File: src/rtl/mmio_device_hub.sv
// mmio_device_hub: memory-mapped bridge between the CPU data port and data memory.
// A small window of DATA/STATUS word pairs fronts NUM_DEV device channels. Each channel
// queues command words in a FIFO and hands them to its device one at a time with a
// start pulse, tracking busy/done/overflow for polling or interrupt use.
`timescale 1ns/1ps
module mmio_device_hub #(
  parameter int                NUM_DEV   = 4,
  parameter int                DATA_W    = 32,
  parameter int                ADDR_W    = 32,
  parameter int                QDEPTH    = 4,
  parameter logic [ADDR_W-1:0] BASE_ADDR = 32'h0000FFC0
) (
  input  logic                        clk,
  input  logic                        rst_n,
  input  logic [ADDR_W-1:0]           cpu_addr,
  input  logic [DATA_W-1:0]           cpu_wdata,
  input  logic                        cpu_read,
  input  logic                        cpu_write,
  output logic [DATA_W-1:0]           cpu_rdata,
  output logic                        mem_read,
  output logic                        mem_write,
  input  logic [DATA_W-1:0]           mem_rdata,
  output logic [NUM_DEV-1:0]          dev_start,
  output logic [NUM_DEV*DATA_W-1:0]   dev_data,
  input  logic [NUM_DEV-1:0]          dev_finish,
  output logic                        irq
);

  // Pointer width wraps naturally because QDEPTH is a power of two; the count needs
  // one extra bit so that a completely full FIFO (QDEPTH entries) is representable.
  localparam int PW = (QDEPTH > 1) ? $clog2(QDEPTH) : 1;
  localparam int CW = PW + 1;

  typedef enum logic [1:0] {
    S_IDLE  = 2'd0,
    S_START = 2'd1,
    S_BUSY  = 2'd2
  } state_t;

  // Address decode results
  logic [NUM_DEV-1:0] hit_data;
  logic [NUM_DEV-1:0] hit_status;
  logic               hit;

  // Channel FSM
  state_t state_q [NUM_DEV];
  state_t state_d [NUM_DEV];

  // Per-channel FIFO storage and bookkeeping
  logic [DATA_W-1:0] fifo_q  [NUM_DEV][QDEPTH];
  logic [DATA_W-1:0] fifo_d  [NUM_DEV][QDEPTH];
  logic [PW-1:0]     wptr_q  [NUM_DEV];
  logic [PW-1:0]     wptr_d  [NUM_DEV];
  logic [PW-1:0]     rptr_q  [NUM_DEV];
  logic [PW-1:0]     rptr_d  [NUM_DEV];
  logic [CW-1:0]     count_q [NUM_DEV];
  logic [CW-1:0]     count_d [NUM_DEV];

  // Last dispatched command word per channel
  logic [DATA_W-1:0] dev_data_q [NUM_DEV];
  logic [DATA_W-1:0] dev_data_d [NUM_DEV];

  // Sticky flags and interrupt enables
  logic [NUM_DEV-1:0] done_q;
  logic [NUM_DEV-1:0] done_d;
  logic [NUM_DEV-1:0] ovf_q;
  logic [NUM_DEV-1:0] ovf_d;
  logic [NUM_DEV-1:0] irq_en_q;
  logic [NUM_DEV-1:0] irq_en_d;

  // FSM-derived per-channel strobes
  logic [NUM_DEV-1:0] start_w;
  logic [NUM_DEV-1:0] finish_w;
  logic [DATA_W-1:0]  head_w   [NUM_DEV];
  logic [DATA_W-1:0]  status_w [NUM_DEV];

  // Decode the CPU address against every channel's DATA and STATUS word
  always_comb begin
    hit_data   = '0;
    hit_status = '0;
    for (int i = 0; i < NUM_DEV; i++) begin
      hit_data[i]   = (cpu_addr == BASE_ADDR + ADDR_W'(8 * i));
      hit_status[i] = (cpu_addr == BASE_ADDR + ADDR_W'(8 * i + 4));
    end
    hit = (|hit_data) | (|hit_status);
  end

  // Assemble the STATUS word of each channel from live state
  always_comb begin
    for (int i = 0; i < NUM_DEV; i++) begin
      status_w[i]       = '0;
      status_w[i][0]    = (state_q[i] != S_IDLE);
      status_w[i][1]    = (count_q[i] == CW'(QDEPTH));
      status_w[i][2]    = (count_q[i] == '0);
      status_w[i][3]    = ovf_q[i];
      status_w[i][4]    = done_q[i];
      status_w[i][5]    = irq_en_q[i];
      status_w[i][15:8] = 8'(count_q[i]);
    end
  end

  // Gate memory strobes and select the load data returned to the CPU
  always_comb begin
    mem_read  = cpu_read  & ~hit;
    mem_write = cpu_write & ~hit;
    cpu_rdata = mem_rdata;
    if (hit) begin
      cpu_rdata = '0;
    end
    for (int i = 0; i < NUM_DEV; i++) begin
      if (hit_status[i]) begin
        cpu_rdata = status_w[i];
      end
    end
  end

  // Channel FSM state register
  always_ff @(posedge clk) begin
    for (int i = 0; i < NUM_DEV; i++) begin
      if (!rst_n) begin
        state_q[i] <= S_IDLE;
      end else begin
        state_q[i] <= state_d[i];
      end
    end
  end

  // Channel FSM next-state: dispatch when work is queued, wait for the device to finish
  always_comb begin
    for (int i = 0; i < NUM_DEV; i++) begin
      state_d[i] = state_q[i];
      case (state_q[i])
        S_IDLE:  if (count_q[i] != '0) state_d[i] = S_START;
        S_START: state_d[i] = S_BUSY;
        S_BUSY:  if (dev_finish[i])    state_d[i] = S_IDLE;
        default: state_d[i] = S_IDLE;
      endcase
    end
  end

  // Channel FSM outputs: start pulse, accepted finish, and the command word presented
  always_comb begin
    start_w  = '0;
    finish_w = '0;
    dev_data = '0;
    for (int i = 0; i < NUM_DEV; i++) begin
      head_w[i]   = fifo_q[i][rptr_q[i]];
      start_w[i]  = (state_q[i] == S_START);
      // A finish arriving during START belongs to no command and is dropped.
      finish_w[i] = (state_q[i] == S_BUSY) & dev_finish[i];
      dev_data[i*DATA_W +: DATA_W] = start_w[i] ? head_w[i] : dev_data_q[i];
    end
    dev_start = start_w;
  end

  // Next-state for FIFOs, captured command words and status flags
  always_comb begin
    fifo_d     = fifo_q;
    wptr_d     = wptr_q;
    rptr_d     = rptr_q;
    count_d    = count_q;
    dev_data_d = dev_data_q;
    done_d     = done_q;
    ovf_d      = ovf_q;
    irq_en_d   = irq_en_q;
    for (int i = 0; i < NUM_DEV; i++) begin
      logic store_data;
      logic store_stat;
      logic full;
      logic push;
      store_data = cpu_write & hit_data[i];
      store_stat = cpu_write & hit_status[i];
      // Fullness is judged on the registered count, so a pop in the same cycle
      // does not make room for a store that arrives on a full FIFO.
      full       = (count_q[i] == CW'(QDEPTH));
      push       = store_data & ~full;

      if (push) begin
        fifo_d[i][wptr_q[i]] = cpu_wdata;
        wptr_d[i]            = wptr_q[i] + 1'b1;
      end
      if (start_w[i]) begin
        rptr_d[i]     = rptr_q[i] + 1'b1;
        dev_data_d[i] = head_w[i];
      end
      count_d[i] = count_q[i] + CW'(push) - CW'(start_w[i]);

      ovf_d[i]  = (ovf_q[i] & ~(store_stat & cpu_wdata[3])) | (store_data & full);
      // Hardware completion wins over a software clear in the same cycle.
      done_d[i] = (done_q[i] & ~(store_stat & cpu_wdata[4])) | finish_w[i];
      if (store_stat) begin
        irq_en_d[i] = cpu_wdata[5];
      end
    end
  end

  // FIFO storage: contents are don't-care once the pointers are reset
  always_ff @(posedge clk) begin
    fifo_q <= fifo_d;
  end

  // Control registers: pointers, counts, flags and the held command words
  always_ff @(posedge clk) begin
    if (!rst_n) begin
      for (int i = 0; i < NUM_DEV; i++) begin
        wptr_q[i]     <= '0;
        rptr_q[i]     <= '0;
        count_q[i]    <= '0;
        dev_data_q[i] <= '0;
      end
      done_q   <= '0;
      ovf_q    <= '0;
      irq_en_q <= '0;
    end else begin
      wptr_q     <= wptr_d;
      rptr_q     <= rptr_d;
      count_q    <= count_d;
      dev_data_q <= dev_data_d;
      done_q     <= done_d;
      ovf_q      <= ovf_d;
      irq_en_q   <= irq_en_d;
    end
  end

  assign irq = |(done_q & irq_en_q);

endmodule

File: config.mk
export PLATFORM = sky130hd
export DESIGN_NAME = mmio_device_hub
export DESIGN_NICKNAME = d
export VERILOG_FILES = /design/src/rtl/mmio_device_hub.sv
export SDC_FILE = /design/constraint.sdc
export NUM_CORES = 1
export LEC_CHECK = 0
export ABC_AREA = 1
export CAP_MARGIN = 5
export CORE_ASPECT_RATIO = 1.75
export CORE_UTILIZATION = 60
export CTS_CLUSTER_DIAMETER = 50
export CTS_CLUSTER_SIZE = 8
export DETAILED_ROUTE_END_ITERATION = 12
export PLACE_DENSITY = 0.83
export SLEW_MARGIN = 5
export SYNTH_ARGS = -nofsm -noshare
export SYNTH_HDL_FRONTEND = slang
export SYNTH_SLANG_ARGS = --single-unit
File: constraint.sdc
create_clock -name clk -period 8.8 [get_ports clk]
set_clock_uncertainty 0.1 [all_clocks]
set_input_delay 0.88 -clock clk [delete_from_list [all_inputs] [get_ports clk]]
set_output_delay 0.88 -clock clk [all_outputs]
set_load 0.01 [all_outputs]
==> impl_metrics.json <==
{
  "cts_hold_buf": 0,
  "die_x_um": 162,
  "yosys_warnings": 0,
  "routed_via_density": 5.96,
  "synthTopCellsByCount": "edfxtp_1, nand2_1, nor2_1",
  "status": "complete, no violations",
  "root_buffer": "clkbuf_16",
  "critPathKind": "flop to primary output",
  "synth_enable_flop_cells": 512,
  "core_sq_um": 44300,
  "dpl.hpwl_um": 43200,
  "r2r-start": "rptr_q[1]",
  "slew-limit-headroom_pct": 14.3,
  "cpMostUsedCell": "nand2_1",
  "crit_fanout": 33,
  "place_ws_ns": 4.39,
  "initial_core_util_pct": 60.8,
  "drt_iter0_drc": 2076,
  "critical_path_buf_inv_count": 2,
  "critPathLaunchType": "flop",
  "crit_family": "buffers and inverters",
  "gp_congestion": 0.941,
  "drt.antenna.violating_nets": 0,
  "nNetsFinal": 2832,
  "hold_class": "flop to flop",
  "cts_resized": 0,
  "cts_buffer_depth": 3,
  "worstPathArrival_ns": 3.96,
  "num_rows": 102,
  "first_pass_iters": 6,
  "routedWlPerCell_um": 21.5,
  "p_leak_nw": 12.1,
  "fin_area_sq_um": 32900,
  "die_h_um": 282,
  "synth_area_leaders": "edfxtp_1, dfxtp_1, nand2_1",
  "cpPeakStageDelay_ns": 1.17,
  "grt_pass1_vias": 20000,
  "grt_antenna_before_repair": 0,
  "numPortBuffers": 270,
  "crit_path_end_kind": "primary output",
  "p_per_area_nw_per_um2": 289,
  "yosysMostFrequentCell": "edfxtp_1",
  "setup_ws_ns": 3.86,
  "drc_errors": 0,
  "ir_drop_mv": 0.275,
  "grtUsageTotal_pct": 31.6,
  "seqPwrFrac_pct": 39.5,
  "areaGrowthSynthToFinish_pct": 22.2,
  "post_cts_buffers": 0,
  "synthAdderAreaFrac_pct": 1.41,
  "p_sw_share_pct": 29.9,
  "muxShareOfSynthArea_pct": 0,
  "ios": 271,
  "tightest_slew_ns": 1.28,
  "synth_top_area_cell": "edfxtp_1",
  "synth_top_family_by_area": "simple AND/OR/NAND/NOR gates",
  "cts_tree": "built",
  "place_area_sq_um": 30100,
  "antennaDiodeCount": 0,
  "h-tree-depth": 3,
  "finalWirelength_um": 72200,
  "finish.utilization_pct": 74.4,
  "clock.fmax_ghz": 0.203,
  "yosys.area_share.simple_pct": 13.0,
  "synth_flop_cell": "edfxtp_1",
  "synth_compound_area_share_pct": 11.3,
  "synthXorXnorAreaFrac_pct": 0.293,
  "worstPathRequired_ns": 7.82,
  "cp-startpoint": "rptr_q[1]",
  "r2r_cells": 5,
  "netlist_instances": 2430,
  "clock_sinks": 688,
  "setup_viol": 0,
  "comb_power_share_pct": 24.4,
  "synthesis.area_sq_um": 26900,
  "power.internal_mw": 6.68,
  "grt_pass1_wl_um": 108000,
  "fin_cells": 3353,
  "synth.distinct_cells": 34,
  "crit_end": "dev_data[127]",
  "syn-num-nets": 2562,
  "clk_latency_ns": 0.63,
  "grt-ovfl-total": 0,
  "ys_seq_area_share_pct": 70.1,
  "synthArstFlopShare_pct": 0,
  "maxCapViolCount": 0,
  "netlist.area_leader.share_pct": 57.1,
  "grt_max_degree": 99,
  "r2r_end": "dev_data_q[31]",
  "avgSynthCellArea_sq_um": 11.1,
  "rsz0062_at_grt": "no",
  "total_power_mw": 9.53,
  "clkTransAtPathRegs_ns": 0.05,
  "num_vias": 20000,
  "hold_ws_ns": 0.348,
  "die_area_sq_um": 45800,
  "cts_buffers": 97,
  "nFillCells": 2672,
  "drive_gt1_share_pct": 6.69,
  "path_cells": "inv_1 -> o21ai_0 -> o22ai_1 -> nand2_1 -> nand2_1 -> clkdlybuf4s50_1",
  "slowest_stage": "dfxtp_1",
  "timing.final.crit_share_pct": 56.1,
  "setup_tns_ns": 0,
  "clockPowerShare_pct": 36.1,
  "finalHoldViolCount": 0,
  "power.switching_mw": 2.85,
  "report.final.slew_viol_count": 0,
  "cp_num_cells": 6,
  "synth-seq-cells": 688,
  "dp.cells": 3173,
  "finalCriticalPeriod_ns": 4.94,
  "reg2reg_slack_ns": 5.69
}
==> layout make-up <==
type / count / area (sq um) / area share (%)
Clock buffer: 173 / 2760 / 8.37
Inverter: 122 / 463 / 1.41
Clock inverter: 7 / 97.6 / 0.296
Timing Repair Buffer: 303 / 2950 / 8.96
Sequential cell: 688 / 18900 / 57.4
Multi-Input combinational cell: 1488 / 7050 / 21.4
Tap cell: 572 / 716 / 2.17
==> worst register-to-register path: stages, from the launching register on <==
cell and delay, ns:
dfxtp_1 1.17, inv_1 0.93, o21ai_0 0.40, o22ai_1 0.11
nand2_1 0.14, a21oi_1 0.09
==> logic make-up after synthesis <==
kind of cell | count (synthesis)
and+or+nand+nor | 880
buffers and inverters | 254
xor gates and xnor gates | 9
DFF | 688
adders and majority gates | 28
AOI/OAI and AO/OA | 571
==> registers in the layout, summed over array words and instances, names as in the netlist <==
register    flops
fifo_q        512
rptr_q          8
wptr_q          8
dev_data_q    128
ovf_q           4
irq_en_q        4
state_q         8
count_q        12
done_q          4
==> cell usage in the layout (no fill, tap or decap), types with 74 or more instances in the layout <==
master,synthesis,routed
dfxtp_1,176,174
edfxtp_1,512,512
nor2_1,339,323
clkbuf_1,101,74
clkbuf_16,0,99
inv_1,114,114
o21ai_0,279,279
clkdlybuf4s50_1,0,270
nand2_1,472,472
o22ai_1,131,131
a21oi_1,149,149
==> worst min-delay path by stage <==
| stage | startpoint | to | slack (ns) | cells after the start |
|---|---|---|---|---|
| 2_1_floorplan | state_q[1][0] | state_q[1][0] | 0.32 | 1 |
| 3_3_place_gp | state_q[1][0] | state_q[1][0] | 0.34 | 1 |
| 3_5_place_dp | state_q[1][0] | state_q[1][0] | 0.34 | 1 |
| 4_1_cts | state_q[1][0] | state_q[1][0] | 0.35 | 1 |
| 5_1_grt | state_q[1][0] | state_q[1][0] | 0.38 | 1 |
| 6_report | state_q[1][0] | state_q[1][0] | 0.35 | 1 |
==> metal layers <==
metal,wire (um),share of wire [%],up-vias,track usage [%]
met1,23900,33,9507,34.7
li1,-,-,8991,-
met2,37100,51,1226,55.1
met3,6270,8.7,257,5.29
met4,4970,6.9,0,22.7
met5,0,0,-,0
==> power groups by stage <==
| stage | sequential (mW) | clock (mW) | combinational, mW |
|---|---|---|---|
| floorplan | 3.78 | 0 | 1.25 |
| global placement | 3.81 | 0 | 2.21 |
| detailed placement | 3.82 | 0 | 2.28 |
| CTS | 3.76 | 3.45 | 2.32 |
| global route | 3.78 | 3.60 | 2.51 |
| finish | 3.77 | 3.44 | 2.33 |
Note: power is estimated with default switching activity, not from simulation.
